--- src/rtl/lif_neuron_array_if.sv ---
// Bus bundle for lif_neuron_array: step/config inputs and the registered
// spike, membrane and counter outputs that feed the top-level I/O mux.
interface lif_neuron_array_if #(
    parameter int N_NEURONS = 4,
    parameter int W         = 8,
    parameter int CNT_W     = 16
);
    logic                   step_i;
    logic [N_NEURONS*W-1:0] current_i;
    logic [W-1:0]           thresh_i;
    logic                   reset_mode_i;
    logic                   cnt_clr_i;
    logic [N_NEURONS-1:0]   spike_o;
    logic [N_NEURONS*W-1:0] state_o;
    logic                   spike_any_o;
    logic [CNT_W-1:0]       spike_cnt_o;
    logic                   step_done_o;

    modport master (
        output step_i, current_i, thresh_i, reset_mode_i, cnt_clr_i,
        input  spike_o, state_o, spike_any_o, spike_cnt_o, step_done_o
    );

    modport slave (
        input  step_i, current_i, thresh_i, reset_mode_i, cnt_clr_i,
        output spike_o, state_o, spike_any_o, spike_cnt_o, step_done_o
    );
endinterface

--- src/rtl/lif_neuron_array.sv ---
// Array of leaky integrate-and-fire neurons updated in parallel on each time
// step, with per-neuron refractory timers and a saturating spike counter.
module lif_neuron_array #(
    parameter int N_NEURONS    = 4,
    parameter int W            = 8,
    parameter int LEAK_SHIFT   = 1,
    parameter int REFRAC_STEPS = 2,
    parameter int CNT_W        = 16
) (
    input  logic         clk,
    input  logic         rst,
    lif_neuron_array_if.slave bus
);
    localparam int RW = (REFRAC_STEPS > 0) ? $clog2(REFRAC_STEPS + 1) : 1;
    localparam int AW = ((CNT_W > 5) ? CNT_W : 5) + 1;
    localparam logic [RW-1:0] REFRAC_L = RW'(REFRAC_STEPS);

    function automatic logic [4:0] popcount(input logic [N_NEURONS-1:0] v);
        logic [4:0] c;
        c = 5'd0;
        for (int i = 0; i < N_NEURONS; i++) begin
            c = c + {4'd0, v[i]};
        end
        return c;
    endfunction

    logic [W-1:0]         state_r      [N_NEURONS];
    logic [RW-1:0]        refrac_r     [N_NEURONS];
    logic [N_NEURONS-1:0] spike_r;
    logic                 spike_any_r;
    logic [CNT_W-1:0]     cnt_r;
    logic                 step_done_r;

    logic [W-1:0]         decay_s      [N_NEURONS];
    logic [W-1:0]         drive_s      [N_NEURONS];
    logic [W:0]           sum_s        [N_NEURONS];
    logic [W-1:0]         integ_s      [N_NEURONS];
    logic [W-1:0]         state_nxt_s  [N_NEURONS];
    logic [RW-1:0]        refrac_nxt_s [N_NEURONS];
    logic [N_NEURONS-1:0] fire_s;
    logic [AW-1:0]        cnt_sum_s;
    logic [CNT_W-1:0]     cnt_nxt_s;

    // Per-neuron leak, integrate with saturation, fire decision and next state.
    always_comb begin
        fire_s = {N_NEURONS{1'b0}};
        for (int k = 0; k < N_NEURONS; k++) begin
            decay_s[k] = state_r[k] - (state_r[k] >> LEAK_SHIFT);
            if (refrac_r[k] == {RW{1'b0}}) begin
                drive_s[k] = bus.current_i[k*W +: W];
            end else begin
                drive_s[k] = {W{1'b0}};
            end
            sum_s[k] = {1'b0, decay_s[k]} + {1'b0, drive_s[k]};
            if (sum_s[k][W]) begin
                integ_s[k] = {W{1'b1}};
            end else begin
                integ_s[k] = sum_s[k][W-1:0];
            end
            fire_s[k] = (refrac_r[k] == {RW{1'b0}}) && (integ_s[k] >= bus.thresh_i);
            if (fire_s[k]) begin
                state_nxt_s[k]  = bus.reset_mode_i ? (integ_s[k] - bus.thresh_i) : {W{1'b0}};
                refrac_nxt_s[k] = REFRAC_L;
            end else if (refrac_r[k] != {RW{1'b0}}) begin
                state_nxt_s[k]  = integ_s[k];
                refrac_nxt_s[k] = refrac_r[k] - {{(RW-1){1'b0}}, 1'b1};
            end else begin
                state_nxt_s[k]  = integ_s[k];
                refrac_nxt_s[k] = refrac_r[k];
            end
        end
    end

    // Counter add uses this step's spikes so the count moves with spike_o.
    always_comb begin
        cnt_sum_s = AW'(cnt_r) + AW'(popcount(fire_s));
        if (cnt_sum_s > AW'({CNT_W{1'b1}})) begin
            cnt_nxt_s = {CNT_W{1'b1}};
        end else begin
            cnt_nxt_s = cnt_sum_s[CNT_W-1:0];
        end
    end

    // Neuron state, refractory timers and the one-cycle output pulses.
    always_ff @(posedge clk) begin
        if (rst) begin
            for (int k = 0; k < N_NEURONS; k++) begin
                state_r[k]  <= {W{1'b0}};
                refrac_r[k] <= {RW{1'b0}};
            end
            spike_r     <= {N_NEURONS{1'b0}};
            spike_any_r <= 1'b0;
            step_done_r <= 1'b0;
        end else if (bus.step_i) begin
            for (int k = 0; k < N_NEURONS; k++) begin
                state_r[k]  <= state_nxt_s[k];
                refrac_r[k] <= refrac_nxt_s[k];
            end
            spike_r     <= fire_s;
            spike_any_r <= |fire_s;
            step_done_r <= 1'b1;
        end else begin
            spike_r     <= {N_NEURONS{1'b0}};
            spike_any_r <= 1'b0;
            step_done_r <= 1'b0;
        end
    end

    // Aggregate spike counter; a clear discards spikes of the same step.
    always_ff @(posedge clk) begin
        if (rst) begin
            cnt_r <= {CNT_W{1'b0}};
        end else if (bus.cnt_clr_i) begin
            cnt_r <= {CNT_W{1'b0}};
        end else if (bus.step_i) begin
            cnt_r <= cnt_nxt_s;
        end else begin
            cnt_r <= cnt_r;
        end
    end

    for (genvar g = 0; g < N_NEURONS; g++) begin : g_state_out
        assign bus.state_o[g*W +: W] = state_r[g];
    end

    assign bus.spike_o     = spike_r;
    assign bus.spike_any_o = spike_any_r;
    assign bus.spike_cnt_o = cnt_r;
    assign bus.step_done_o = step_done_r;
endmodule
--- src/flat_wrapper.sv ---
// flat-port wrapper written by rule: the top's interface ports become plain ports
module lif_neuron_array_flat 
#(
    parameter int N_NEURONS    = 4,
    parameter int W            = 8,
    parameter int LEAK_SHIFT   = 1,
    parameter int REFRAC_STEPS = 2,
    parameter int CNT_W        = 16
)
  (clk, rst, bus_step_i, bus_current_i, bus_thresh_i, bus_reset_mode_i, bus_cnt_clr_i, bus_spike_o, bus_state_o, bus_spike_any_o, bus_spike_cnt_o, bus_step_done_o);
  lif_neuron_array_if #(.N_NEURONS(N_NEURONS), .W(W), .CNT_W(CNT_W)) bus_i ();
  input  logic clk;
  input  logic rst;
  input wire logic [$bits(bus_i.step_i)-1:0] bus_step_i;
  input wire logic [$bits(bus_i.current_i)-1:0] bus_current_i;
  input wire logic [$bits(bus_i.thresh_i)-1:0] bus_thresh_i;
  input wire logic [$bits(bus_i.reset_mode_i)-1:0] bus_reset_mode_i;
  input wire logic [$bits(bus_i.cnt_clr_i)-1:0] bus_cnt_clr_i;
  output wire logic [$bits(bus_i.spike_o)-1:0] bus_spike_o;
  output wire logic [$bits(bus_i.state_o)-1:0] bus_state_o;
  output wire logic [$bits(bus_i.spike_any_o)-1:0] bus_spike_any_o;
  output wire logic [$bits(bus_i.spike_cnt_o)-1:0] bus_spike_cnt_o;
  output wire logic [$bits(bus_i.step_done_o)-1:0] bus_step_done_o;
  assign bus_i.step_i = bus_step_i;
  assign bus_i.current_i = bus_current_i;
  assign bus_i.thresh_i = bus_thresh_i;
  assign bus_i.reset_mode_i = bus_reset_mode_i;
  assign bus_i.cnt_clr_i = bus_cnt_clr_i;
  assign bus_spike_o = bus_i.spike_o;
  assign bus_state_o = bus_i.state_o;
  assign bus_spike_any_o = bus_i.spike_any_o;
  assign bus_spike_cnt_o = bus_i.spike_cnt_o;
  assign bus_step_done_o = bus_i.step_done_o;
  lif_neuron_array #(.N_NEURONS(N_NEURONS), .W(W), .LEAK_SHIFT(LEAK_SHIFT), .REFRAC_STEPS(REFRAC_STEPS), .CNT_W(CNT_W)) u_core (.clk(clk), .rst(rst), .bus(bus_i));
endmodule
--- config.mk ---
export PLATFORM = sky130hd
export DESIGN_NAME = lif_neuron_array_flat
export DESIGN_NICKNAME = d
export VERILOG_FILES = /design/src/rtl/lif_neuron_array_if.sv /design/src/rtl/lif_neuron_array.sv /design/src/flat_wrapper.sv
export SDC_FILE = /design/constraint.sdc
export NUM_CORES = 1
export LEC_CHECK = 0
export CAP_MARGIN = 20
export CORE_AREA = 3 3 152 154
export CTS_CLUSTER_SIZE = 40
export DETAILED_ROUTE_END_ITERATION = 8
export DIE_AREA = 0 0 155 157
export GPL_TIMING_DRIVEN = 0
export RECOVER_POWER = 25
export SKIP_LAST_GASP = 1
export SYNTH_ARGS = -nofsm -noshare
export SYNTH_HDL_FRONTEND = slang
export SYNTH_SLANG_ARGS = --single-unit
--- constraint.sdc ---
create_clock -name clk -period 20.4 [get_ports clk]
set_clock_uncertainty 0.2 [all_clocks]
set_input_delay 4.08 -clock clk [delete_from_list [all_inputs] [get_ports clk]]
set_output_delay 4.08 -clock clk [all_outputs]
set_load 0.01 [all_outputs]
==> results of run 1 <==
final cells by class:
| type | instances | area, sq um | share of cell area |
|---|---|---|---|
| plain buffers | 16 | 100.1 | 0.01141 |
| clock buffers | 9 | 225.2 | 0.02567 |
| clock inverters | 7 | 65.06 | 0.007416 |
| inverters | 80 | 300.3 | 0.03423 |
| multi-input cells | 701 | 5120 | 0.5836 |
| flip-flops and latches | 62 | 1642 | 0.1871 |
| well taps | 280 | 350.3 | 0.03993 |
| repair buffers | 97 | 970.9 | 0.1107 |
metrics by stage:
step	area, sq um	instances
2_1_floorplan	7162	859
3_3_place_gp	8483	1236
3_5_place_dp	8483	1236
4_1_cts	8773	1252
5_1_grt	8773	1252
6_report	8773	1252
critical path: cells and delay by family:
| kind | cells | cell delay [ps] |
|---|---|---|
| buffers and inverters | 5 | 840 |
| adders and majority gates | 6 | 2070 |
| AOI/OAI and AO/OA | 12 | 3200 |
| and+or+nand+nor | 2 | 390 |
layer usage:
metal,wire (um),part of all wire,vias to the layer above,GRT usage
li1,-,-,3306,-
met2,8887,0.46,148,0.2613
met3,1046,0.054,28,0.03849
met4,381,0.020,2,0.04415
met5,11,0.00057,-,0
met1,8973,0.46,2911,0.2027
path summary, 6_finish.rpt:
| check | startpoint | to |
|---|---|---|
| setup / recovery | bus_current_i[16] | u_core.bus.spike_cnt_o[9] |
| hold / removal | u_core.bus.spike_cnt_o[12] | u_core.bus.spike_cnt_o[12] |
| hold reg to reg | u_core.bus.spike_cnt_o[12] | u_core.bus.spike_cnt_o[12] |
| setup reg to reg | u_core.state_r[1][1] | u_core.bus.spike_cnt_o[9] |
registers in the layout, summed over array words and instances (netlist names):
name,count
u_core.state_r,32
u_core.bus.spike_cnt_o,16
u_core.refrac_r,8
u_core.bus.spike_o,4
u_core.bus.spike_any_o,1
u_core.bus.step_done_o,1
cells by family (layout without fill, tap and decap cells):
family / after synthesis / after routing / synth area share
adder cells (fa/ha/maj): 116 / 116 / 0.2173
AND/OR/NAND/NOR: 308 / 308 / 0.2273
AO/OA/AOI/OAI: 226 / 226 / 0.2076
multiplexers: 2 / 2 / 0.002795
flip-flops: 62 / 62 / 0.2292
XOR/XNOR: 49 / 49 / 0.05992
buffers and inverters: 96 / 209 / 0.05590
layout by cell type (no fill, tap or decap), types with 4 or more instances in the layout:
cell type	instances
a21o_1	22
fa_1	14
a32o_1	4
a211o_1	4
or3_1	14
nand3_1	30
clkinv_2	4
a211oi_1	8
o21bai_1	7
nor3_1	33
o21ai_0	48
buf_4	4
nor2b_1	13
clkbuf_16	9
o211ai_1	6
o21a_1	9
nand2b_1	15
inv_1	77
and2_1	36
nor2_1	65
nand4b_1	4
clkbuf_1	9
xnor2_1	38
nand4_1	9
ha_1	102
dfxtp_1	22
nand2_1	41
xor2_1	11
clkdlybuf4s50_1	58
a31oi_1	9
dlygate4sd3_1	39
and2b_1	4
edfxtp_1	40
a21oi_1	70
or2_2	16
and3_1	9
==> results_dict.tcl, run 1 <==
set metrics [dict create \
    synthDistinctLibCells 75 \
    io_pins 99 \
    gp_congestion 0.8890 \
    drtPass1Iterations 5 \
    initial_core_util 0.3282 \
    crit_required_ps 20480 \
    cp_data_arrival_time_ps 10590 \
    critPathSlowestCell "o31ai_2" \
    period_needed_ps 10520 \
    cts.reportedPaths.clkPinSlew_ps 50 \
    antenna_found_initial 1 \
    setup_viol_count_final 0 \
    fp.dieW_um 155 \
    grt_max_degree 33 \
    synth_area_leaders "ha_1 18%, edfxtp_1 17%, dfxtp_1 6.1%, a21oi_1 4.9%, xnor2_1 4.6%" \
    cp-start-kind "input port" \
    portBuffers 97 \
    row_count 54 \
    hold_ws_ps 296.5 \
    drtIter0Drc 303 \
    fin_ws_ps 9884 \
    r2r_slack_ps 12470 \
    status "completed" \
    grt_pass1_vias 6213 \
    core_area_sq_mm 0.02182 \
    syn_area_sq_mm 0.007162 \
    dieArea_sq_mm 0.02434 \
    worst-setup-path-type "in2reg" \
    clk_latency_ps 350 \
    dp_hpwl_mm 14.94 \
    finalHoldViolCount 0 \
    hold_class "reg2reg" \
    cts_setup_buffers 0 \
    yosysTopAreaCell "ha_1" \
    synthFlopType "edfxtp_1" \
    syn_inst 859 \
    track_usage 0.1568 \
    yosysSeqAreaShare 0.2292 \
    clock_path_buffers 2 \
    h-tree-depth 3 \
    finalCritPeriodShare 0.5155 \
    grt_pass1_wl_mm 31.07 \
    nets 1128 \
    area_growth_pct 22.50 \
    yosys_warnings 0 \
    drt-total-wl_mm 19.30 \
    hold_depth 2 \
    clock_sinks 62 \
    num-fill-cells 2209 \
    rsz0062_at_grt "no" \
    avgViaCountPerCell 5.108 \
    cts_resized 0 \
    r2r_cells 31 \
    drc 0 \
    synth_top_area_share 0.1782 \
    ant_nets 0 \
    final_util 0.4020 \
    tns_ps 0 \
    cap_violations 0 \
    worst_setup_path_end_kind "flip-flop" \
    layout-drive-gt1-share 0.06173 \
    synth_edf_count 40 \
    slowest_delay_ps 610 \
    syn_area_per_cell_sq_um 8.337 \
    die_y_um 157 \
    slew_violations 0 \
    worstPathMaxFanout 10 \
    synthArstFlopShare 0 \
    pre_cts_ws_ps 9597 \
    cts_root_buffer "clkbuf_16" \
    globalRouteOverflowTotal 0 \
    yosysMostFrequentCell "ha_1" \
    wl_per_cell_um 15.42 \
    ys_ff_latch 62 \
    slew_headroom 0.4263 \
    worst_pin_slew_ps 860.6 \
    postCtsHoldBufs 0 \
    timing.fmax_mhz 95.09 \
    cts_made_buffers 9 \
    yosys-top-cells-count "102 x ha_1, 77 x inv_1, 70 x a21oi_1, 65 x nor2_1, 48 x o21ai_0" \
    antenna_cells 0 \
    postSynthNetCount 1020 \
    vias 6395 \
    cts_tree "done" \
]
Power of run 1 is not shown: default switching activity piles up to over one toggle a cycle in this logic, so the estimate is an artifact.
==> run 2: changes to the inputs <==
==> constraint.sdc (replaced) <==
create_clock -name clk -period 10.9 [get_ports clk]
set_clock_uncertainty 0.2 [all_clocks]
set_input_delay 2.18 -clock clk [delete_from_list [all_inputs] [get_ports clk]]
set_output_delay 2.18 -clock clk [all_outputs]
set_load 0.01 [all_outputs]
==> results of run 2 <==
The final DEF is identical to that of run 1. Status: completed.
Main changes from that run: setup slack after placement 9597 ps -> 1997 ps; setup slack after layout 9884 ps -> 2284 ps; register-to-register setup slack 12470 ps -> 2970 ps
Power of run 2 is left out for the same reason.
